[src/rtl/ex_mem_stage.sv]
// EX->MEM pipeline register with branch/jump resolution, registered fetch
// redirect, wrong-path squash after a redirect and misaligned-target detect.
module ex_mem_stage #(
  parameter int WIDTH       = 32,
  parameter int FLUSH_DEPTH = 2
) (
  input  logic             clk,
  input  logic             rst,
  input  logic             ex_valid,
  output logic             ex_ready,
  input  logic [WIDTH-1:0] ex_alu_out,
  input  logic             ex_zero,
  input  logic [WIDTH-1:0] ex_pc,
  input  logic [WIDTH-1:0] ex_imm,
  input  logic [WIDTH-1:0] ex_rs2_data,
  input  logic [4:0]       ex_rd,
  input  logic [2:0]       ex_funct3,
  input  logic             ex_reg_write,
  input  logic             ex_mem_read,
  input  logic             ex_mem_write,
  input  logic             ex_is_branch,
  input  logic             ex_is_jal,
  input  logic             ex_is_jalr,
  input  logic             mem_ready,
  output logic             mem_valid,
  output logic [WIDTH-1:0] mem_alu_out,
  output logic [WIDTH-1:0] mem_rs2_data,
  output logic [4:0]       mem_rd,
  output logic [2:0]       mem_funct3,
  output logic             mem_reg_write,
  output logic             mem_mem_read,
  output logic             mem_mem_write,
  output logic             redirect_valid,
  output logic [WIDTH-1:0] redirect_pc,
  output logic             misalign_exc
);

  typedef enum logic {RUN, KILL} state_t;

  state_t           state;
  logic [1:0]       kill_cnt;
  logic             accept, squash, is_jump, taken, misal, redir;
  logic [WIDTH-1:0] target, link;
  logic             rw_q, mr_q, mw_q;

  localparam logic [WIDTH-1:0] CLR_LSB = {{(WIDTH-1){1'b1}}, 1'b0};

  assign ex_ready = !mem_valid | mem_ready;
  assign accept   = ex_valid & ex_ready;
  // Anything accepted while killing is wrong-path and never reaches MEM.
  assign squash   = accept & (state == KILL);

  assign is_jump = ex_is_jal | ex_is_jalr;
  assign taken   = (ex_is_branch & ex_zero) | is_jump;
  assign target  = ex_is_jalr ? (ex_alu_out & CLR_LSB) : ex_pc + ex_imm;
  assign link    = ex_pc + WIDTH'(4);
  // Only bit 1 matters: bit 0 is already clear for JALR, and branch/JAL
  // immediates are even by encoding.
  assign misal   = taken & target[1];
  assign redir   = taken & ~target[1];

  // Control bits only mean something while the slot holds a live instruction.
  assign mem_reg_write = rw_q & mem_valid;
  assign mem_mem_read  = mr_q & mem_valid;
  assign mem_mem_write = mw_q & mem_valid;

  // Squash FSM: arm on an accepted redirect, count down on each squashed accept.
  always_ff @(posedge clk or posedge rst) begin
    if (rst) begin
      state    <= RUN;
      kill_cnt <= '0;
    end else if (accept) begin
      if (state == KILL) begin
        kill_cnt <= kill_cnt - 2'd1;
        if (kill_cnt == 2'd1) state <= RUN;
      end else if (redir) begin
        state    <= KILL;
        kill_cnt <= 2'(FLUSH_DEPTH);
      end
    end
  end

  // Redirect and exception pulses, raised for one cycle after a live accept.
  always_ff @(posedge clk or posedge rst) begin
    if (rst) begin
      redirect_valid <= 1'b0;
      redirect_pc    <= '0;
      misalign_exc   <= 1'b0;
    end else begin
      redirect_valid <= accept & ~squash & redir;
      misalign_exc   <= accept & ~squash & misal;
      if (accept & ~squash & redir) redirect_pc <= target;
    end
  end

  // MEM slot: load on a live accept, drain on handoff, otherwise hold.
  always_ff @(posedge clk or posedge rst) begin
    if (rst) begin
      mem_valid    <= 1'b0;
      mem_alu_out  <= '0;
      mem_rs2_data <= '0;
      mem_rd       <= '0;
      mem_funct3   <= '0;
      rw_q         <= 1'b0;
      mr_q         <= 1'b0;
      mw_q         <= 1'b0;
    end else if (accept & ~squash) begin
      mem_valid    <= 1'b1;
      mem_alu_out  <= is_jump ? link : ex_alu_out;
      mem_rs2_data <= ex_rs2_data;
      mem_rd       <= ex_rd;
      mem_funct3   <= ex_funct3;
      // A misaligned target turns the instruction into a harmless bubble.
      rw_q         <= ex_reg_write & ~misal;
      mr_q         <= ex_mem_read  & ~misal;
      mw_q         <= ex_mem_write & ~misal;
    end else if (mem_ready) begin
      mem_valid    <= 1'b0;
    end
  end

endmodule

[config.mk]
export PLATFORM = sky130hd
export DESIGN_NAME = ex_mem_stage
export DESIGN_NICKNAME = d
export VERILOG_FILES = /design/src/rtl/ex_mem_stage.sv
export SDC_FILE = /design/constraint.sdc
export NUM_CORES = 1
export LEC_CHECK = 0
export CORE_MARGIN = 2
export CORE_UTILIZATION = 35
export DETAILED_ROUTE_END_ITERATION = 8
export GPL_TIMING_DRIVEN = 0
export PLACE_DENSITY = 0.66
export SLEW_MARGIN = 20
export SYNTH_ARGS = -nofsm -noshare
export SYNTH_HDL_FRONTEND = slang
export SYNTH_SLANG_ARGS = --single-unit
[constraint.sdc]
create_clock -name clk -period 6.4 [get_ports clk]
set_clock_uncertainty 0.05 [all_clocks]
set_input_delay 1.28 -clock clk [delete_from_list [all_inputs] [get_ports clk]]
set_output_delay 1.28 -clock clk [all_outputs]
set_load 0.01 [all_outputs]
# ---- Yosys cells after proc, flatten, opt, wreduce, memory -nomap -nowiden
# Index checks and enable logic that the tools add are counted.
dict set report op_classes {
  muxes 9
  addsub 3
  reduce_logical 4
  n_eq_ne 1
  bitwise 20
}
# cell n
set ops {}
lappend ops {{32-bit 2-to-1 mux} 2}
lappend ops {{32-bit by 3-bit adder with 32-bit output (second input constant)} 1}
lappend ops {{32-bit adder} 1}
lappend ops {{1-bit bitwise AND} 14}
lappend ops {{1-bit 2-to-1 mux} 5}
lappend ops {{2-bit 2-to-1 mux} 2}
lappend ops {{2-bit nonzero test} 2}
lappend ops {{1-bit inverter} 3}
lappend ops {{1-bit OR} 3}
lappend ops {{2-bit by 1-bit == test with 1-bit output (second input constant)} 1}
lappend ops {{2-bit AND reduction} 1}
lappend ops {{2-bit by 1-bit subtractor with 2-bit output (second input constant)} 1}
lappend ops {{1-bit zero test} 1}
dict set report word_totals {
  output_inout_bits 111
  regBits 113
}

# ---- Longest topological paths before layout
# Gate-level depths: netlist of the first run.
dict set report depth {
  ltp_word 7
  mapped_depth 11
  ltp_nobuf 11
}

# ---- Worst setup path before layout of the first run
# OpenSTA, ideal clock, no wires.
dict set report synth_timing {
  kind {in2reg}
  startpoint {in ex_pc[0]}
  endpoint {reg redirect_pc[28]}
  n_path_buf 0
  required_ps 6216
  setup_slack_ps 2748
  arrival_ps 3468
  path_stages 11
  cell_sequence {ha_1 -> fa_1 -> a211oi_1 -> o21bai_1 -> o21ai_0 -> nor4b_1 -> or3_1 -> o22ai_2 -> o31a_1 -> xnor2_1 -> o21ai_0}
}
dict set report synth_via {
  elab_chain_len 5
}
# element line_no
set synth_lines {}
lappend synth_lines {{start: declaration} 13} ;# input logic [WIDTH-1:0] ex_pc,
lappend synth_lines {{32-bit adder (*)} 55} ;# assign target = ex_is_jalr ? (ex_alu_out & CLR_LSB) : ex_pc + ex_imm;
lappend synth_lines {{32-bit 2-to-1 mux (*)} 55}
lappend synth_lines {{1-bit inverter} 60} ;# assign redir = taken & ~target[1];
lappend synth_lines {{1-bit bitwise AND} 60}
lappend synth_lines {{1-bit bitwise AND} 92} ;# if (accept & ~squash & redir) redirect_pc <= target;
lappend synth_lines {{end signal: assignment} 92}
lappend synth_lines {{end: declaration} 34} ;# output logic [WIDTH-1:0] redirect_pc,
# Every way passes the cells marked *; elsewhere a longest branch is shown, timed or not.
# A chain may end at the register's enable or synchronous reset.

# ---- Final worst setup path of the first run
dict set report layout_timing {
  startpoint {in ex_pc[0]}
  endpoint {reg redirect_pc[30]}
}
# The elaborated chain is that of the path after synthesis.

==> impl_metrics.json, run 1 <==
{
  "drt-total-wl_um": 24800,
  "drt_iter0_markers": 324,
  "pwr-share-clk": 0.276,
  "gr-total-overflow": 0,
  "syn_area_per_cell_um2": 8.18,
  "vdd_drop_max_mv": 0.149,
  "clk_pin_slew_ns": 0.05,
  "portBuffers": 257,
  "clock_latency_ns": 0.41,
  "rr_endpoint": "redirect_pc[31]$_DFFE_PP0P_",
  "yosysSeqAreaShare": 0.412,
  "final_util": 0.543,
  "grt_first_pass_wirelength_um": 37000,
  "max_slew_margin": 0.522,
  "switching_share": 0.332,
  "synth_edf_count": 0,
  "cts_setup_buffers": 0,
  "pwr-share-comb": 0.416,
  "maxCapViolCount": 0,
  "synth-seq-cells": 113,
  "p_per_area_nw_per_um2": 385,
  "die_w_um": 144,
  "hold_path_end": "mem_funct3[2]$_DFFE_PP0P_",
  "ys.flop_type": "dfrtp_1",
  "yosysTopAreaCell": "dfrtp_1",
  "drcViolationCount": 0,
  "cpMaxStageDelayCell": "clkdlybuf4s50_1",
  "period_needed_ns": 4.39,
  "synth_top_area_frac": 0.412,
  "ff2ff_path_depth": 10,
  "yosysWarnings": 0,
  "antenna_found_initial": 1,
  "whs_path_depth": 2,
  "core-area_um2": 19300,
  "ioPinCount": 258,
  "via_per_inst": 5.01,
  "area_delta_synth_final_pct": 52.9,
  "syn_inst": 840,
  "fin_ws_ns": 2.01,
  "wire_per_inst_um": 17.7,
  "cts_tree": "yes",
  "cts_max_path_buffers": 2,
  "htree_num_levels": 4,
  "period_share": 0.686,
  "dr.pass1.iters": 5,
  "synth.most_common_cell": "nand2_1",
  "path_max_fanout": 4,
  "tightestPinTransition_ns": 0.717,
  "critPathTopFamily": "compound AO/OA/AOI/OAI gates",
  "cts_root_buf": "clkbuf_16",
  "r2r_slack_ns": 3.54,
  "final_nets": 1298,
  "leakage_nw": 4.64,
  "rows": 51,
  "path_buf_inv": 1,
  "cts_resized": 0,
  "holdCritPathClass": "flip-flop to flip-flop",
  "synth_area_leaders": "dfrtp_1, nand2_1, ha_1",
  "crit_type": "primary input to flip-flop",
  "whs_ns": 0.419,
  "r2r_start": "mem_valid$_DFFE_PP0P_",
  "switchingPower_mw": 1.34,
  "dieArea_um2": 20800,
  "die_h_um": 144,
  "setup_violations": 0,
  "startpoint_type": "primary input",
  "cp_common_cell": "o21ai_0",
  "gp_congestion": 0.883,
  "critPathMaxStageDelay_ns": 0.45,
  "place_hpwl_um": 19600,
  "maxClockFrequency_ghz": 0.228,
  "numCtsBuffers": 17,
  "grt_pass1_vias": 6643,
  "synthArstFlopShare": 1.00,
  "status": "finished, final reports clean",
  "slew_violations": 0,
  "cts_hold_buf": 0,
  "crit_chain": "clkdlybuf4s50_1 -> ha_1 -> fa_1 -> a211oi_1 -> o21bai_1 -> o21ai_0 -> o21ai_0 -> a41oi_1 -> o21ai_0 -> xor2_1 -> mux2i_1 -> a21oi_1",
  "critPathRequiredTime_ns": 6.61,
  "antenna_left": 0,
  "syn_nets": 1021,
  "hold_start": "mem_funct3[2]$_DFFE_PP0P_",
  "p_int_mw": 2.70,
  "pwr-share-seq": 0.307,
  "grt_max_degree": 71,
  "hold_viol": 0,
  "pre_cts_slack_ns": 1.67,
  "synth_area_um2": 6870,
  "vias": 6996,
  "grt_setup_unrepaired": "false",
  "ys_types": 53,
  "cts.sinks": 113,
  "worstPathArrival_ns": 4.60,
  "synth_common_cells": "nand2_1, dfrtp_1, o21ai_0, a21oi_1, nor2_1",
  "layout-drive-gt1-share": 0.0381,
  "setup_tns_ns": 0,
  "start_util": 0.355,
  "endpoint_kind": "flip-flop",
  "grt_usage": 0.237
}
-- flip-flops by register name, summed over array words and instances, names as in the netlist --
register	count
kill_cnt	2
mem_alu_out	32
mem_funct3	3
mem_rd	5
mem_rs2_data	32
mem_valid	1
misalign_exc	1
mr_q	1
mw_q	1
redirect_pc	32
redirect_valid	1
rw_q	1
state	1
-- cell usage in the layout (no fill, tap or decap), types with 7 or more instances in the layout --
cell / netlist / layout
nand2_1: 218 / 218
dfrtp_1: 113 / 113
clkbuf_1: 34 / 35
nand3_1: 24 / 24
a31oi_1: 7 / 7
a21oi_1: 74 / 74
clkdlybuf4s50_1: 0 / 257
nor2b_1: 8 / 8
nor2_1: 57 / 57
inv_1: 12 / 11
o21ai_0: 77 / 77
and2_1: 11 / 11
xnor2_1: 34 / 34
xor2_1: 22 / 22
mux2i_1: 9 / 9
a21o_1: 13 / 13
clkbuf_16: 0 / 17
ha_1: 33 / 33
and3_1: 16 / 16
-- worst max path at each step --
stage                                   to  slack [ns]  cells past startpoint      from
3_5_place_dp   redirect_pc[26]$_DFFE_PP0P_        1.67                     12  ex_pc[0]
5_1_grt        redirect_pc[30]$_DFFE_PP0P_        1.78                     12  ex_pc[0]
6_report       redirect_pc[30]$_DFFE_PP0P_        2.01                     12  ex_pc[0]
3_3_place_gp    redirect_pc[8]$_DFFE_PP0P_        0.16                      2       rst
4_1_cts        redirect_pc[26]$_DFFE_PP0P_        2.04                     12  ex_pc[0]
2_1_floorplan      kill_cnt[0]$_DFFE_PP0P_        2.08                      1       rst
-- final cells by class --
type	count	area (um^2)
clock inverters	9	199
plain buffers	40	153
multi-input cells	675	3840
inverters	12	50.0
well taps	265	332
diodes	1	2.50
repair buffers	258	2600
fillers	1874	8830
flip-flops and latches	113	2830
clock buffers	23	498
-- worst register-to-register path: stages, from the launching register on --
cell	delay (ns)
dfrtp_1	0.46
nand2b_1	0.27
nand2_1	0.15
nor2_1	0.51
nand2_1	0.24
inv_1	0.23
clkbuf_1	0.51
nor2_1	0.10
nor2_1	0.14
a311oi_1	0.06
nand2_1	0.08
-- logic make-up (layout without fill, tap and decap cells) --
family | after synthesis | after routing | share of synthesized area
compound gates | 216 | 216 | 0.187
buf+inv | 52 | 342 | 0.0288
xor+xnor | 56 | 56 | 0.0714
flops | 113 | 113 | 0.412
other cells | 0 | 1 | 0
simple gates | 360 | 360 | 0.225
mux | 9 | 9 | 0.0131
fa+ha+maj | 34 | 34 | 0.0630
-- routing by layer --
layer | vias to the layer above | track usage | wire length, um
li1 | 3447 | - | -
met1 | 3257 | 0.306 | 10800
met2 | 271 | 0.400 | 12000
met3 | 21 | 0.0530 | 1660
met4 | 0 | 0.0660 | 358
met5 | - | 0 | 0
-- power by group through the flow --
stage	clock network [mW]	logic, mW	registers (mW)
2_1_floorplan	0	0.564	1.37
3_3_place_gp	0	1.67	1.24
3_5_place_dp	0	1.69	1.25
4_1_cts	1.13	1.70	1.24
5_1_grt	1.17	1.84	1.28
6_report	1.12	1.68	1.24
-- through the flow --
stage | instance area (um^2) | cells | power (mW)
floorplan | 6870 | 840 | 1.94
global placement | 9770 | 1362 | 2.91
detailed placement | 9800 | 1363 | 2.95
CTS | 10500 | 1395 | 4.07
global route | 10500 | 1396 | 4.28
finish | 10500 | 1396 | 4.04
Power figures use the tool's default switching activity.
==> run 2: changes to the inputs <==
==> constraint.sdc (replaced) <==
create_clock -name clk -period 4.45 [get_ports clk]
set_clock_uncertainty 0.05 [all_clocks]
set_input_delay 0.89 -clock clk [delete_from_list [all_inputs] [get_ports clk]]
set_output_delay 0.89 -clock clk [all_outputs]
set_load 0.01 [all_outputs]
==> results of run 2 <==
Same layout as run 1 (identical final DEF). Status: finished, final reports clean.
Among the figures that moved: setup slack after placement 1.67 ns -> 0.107 ns; setup slack after layout 2.01 ns -> 0.450 ns; register-to-register setup slack 3.54 ns -> 1.59 ns; total power 4.04 mW -> 5.81 mW; worst IR drop on VDD 0.149 mV -> 0.214 mV
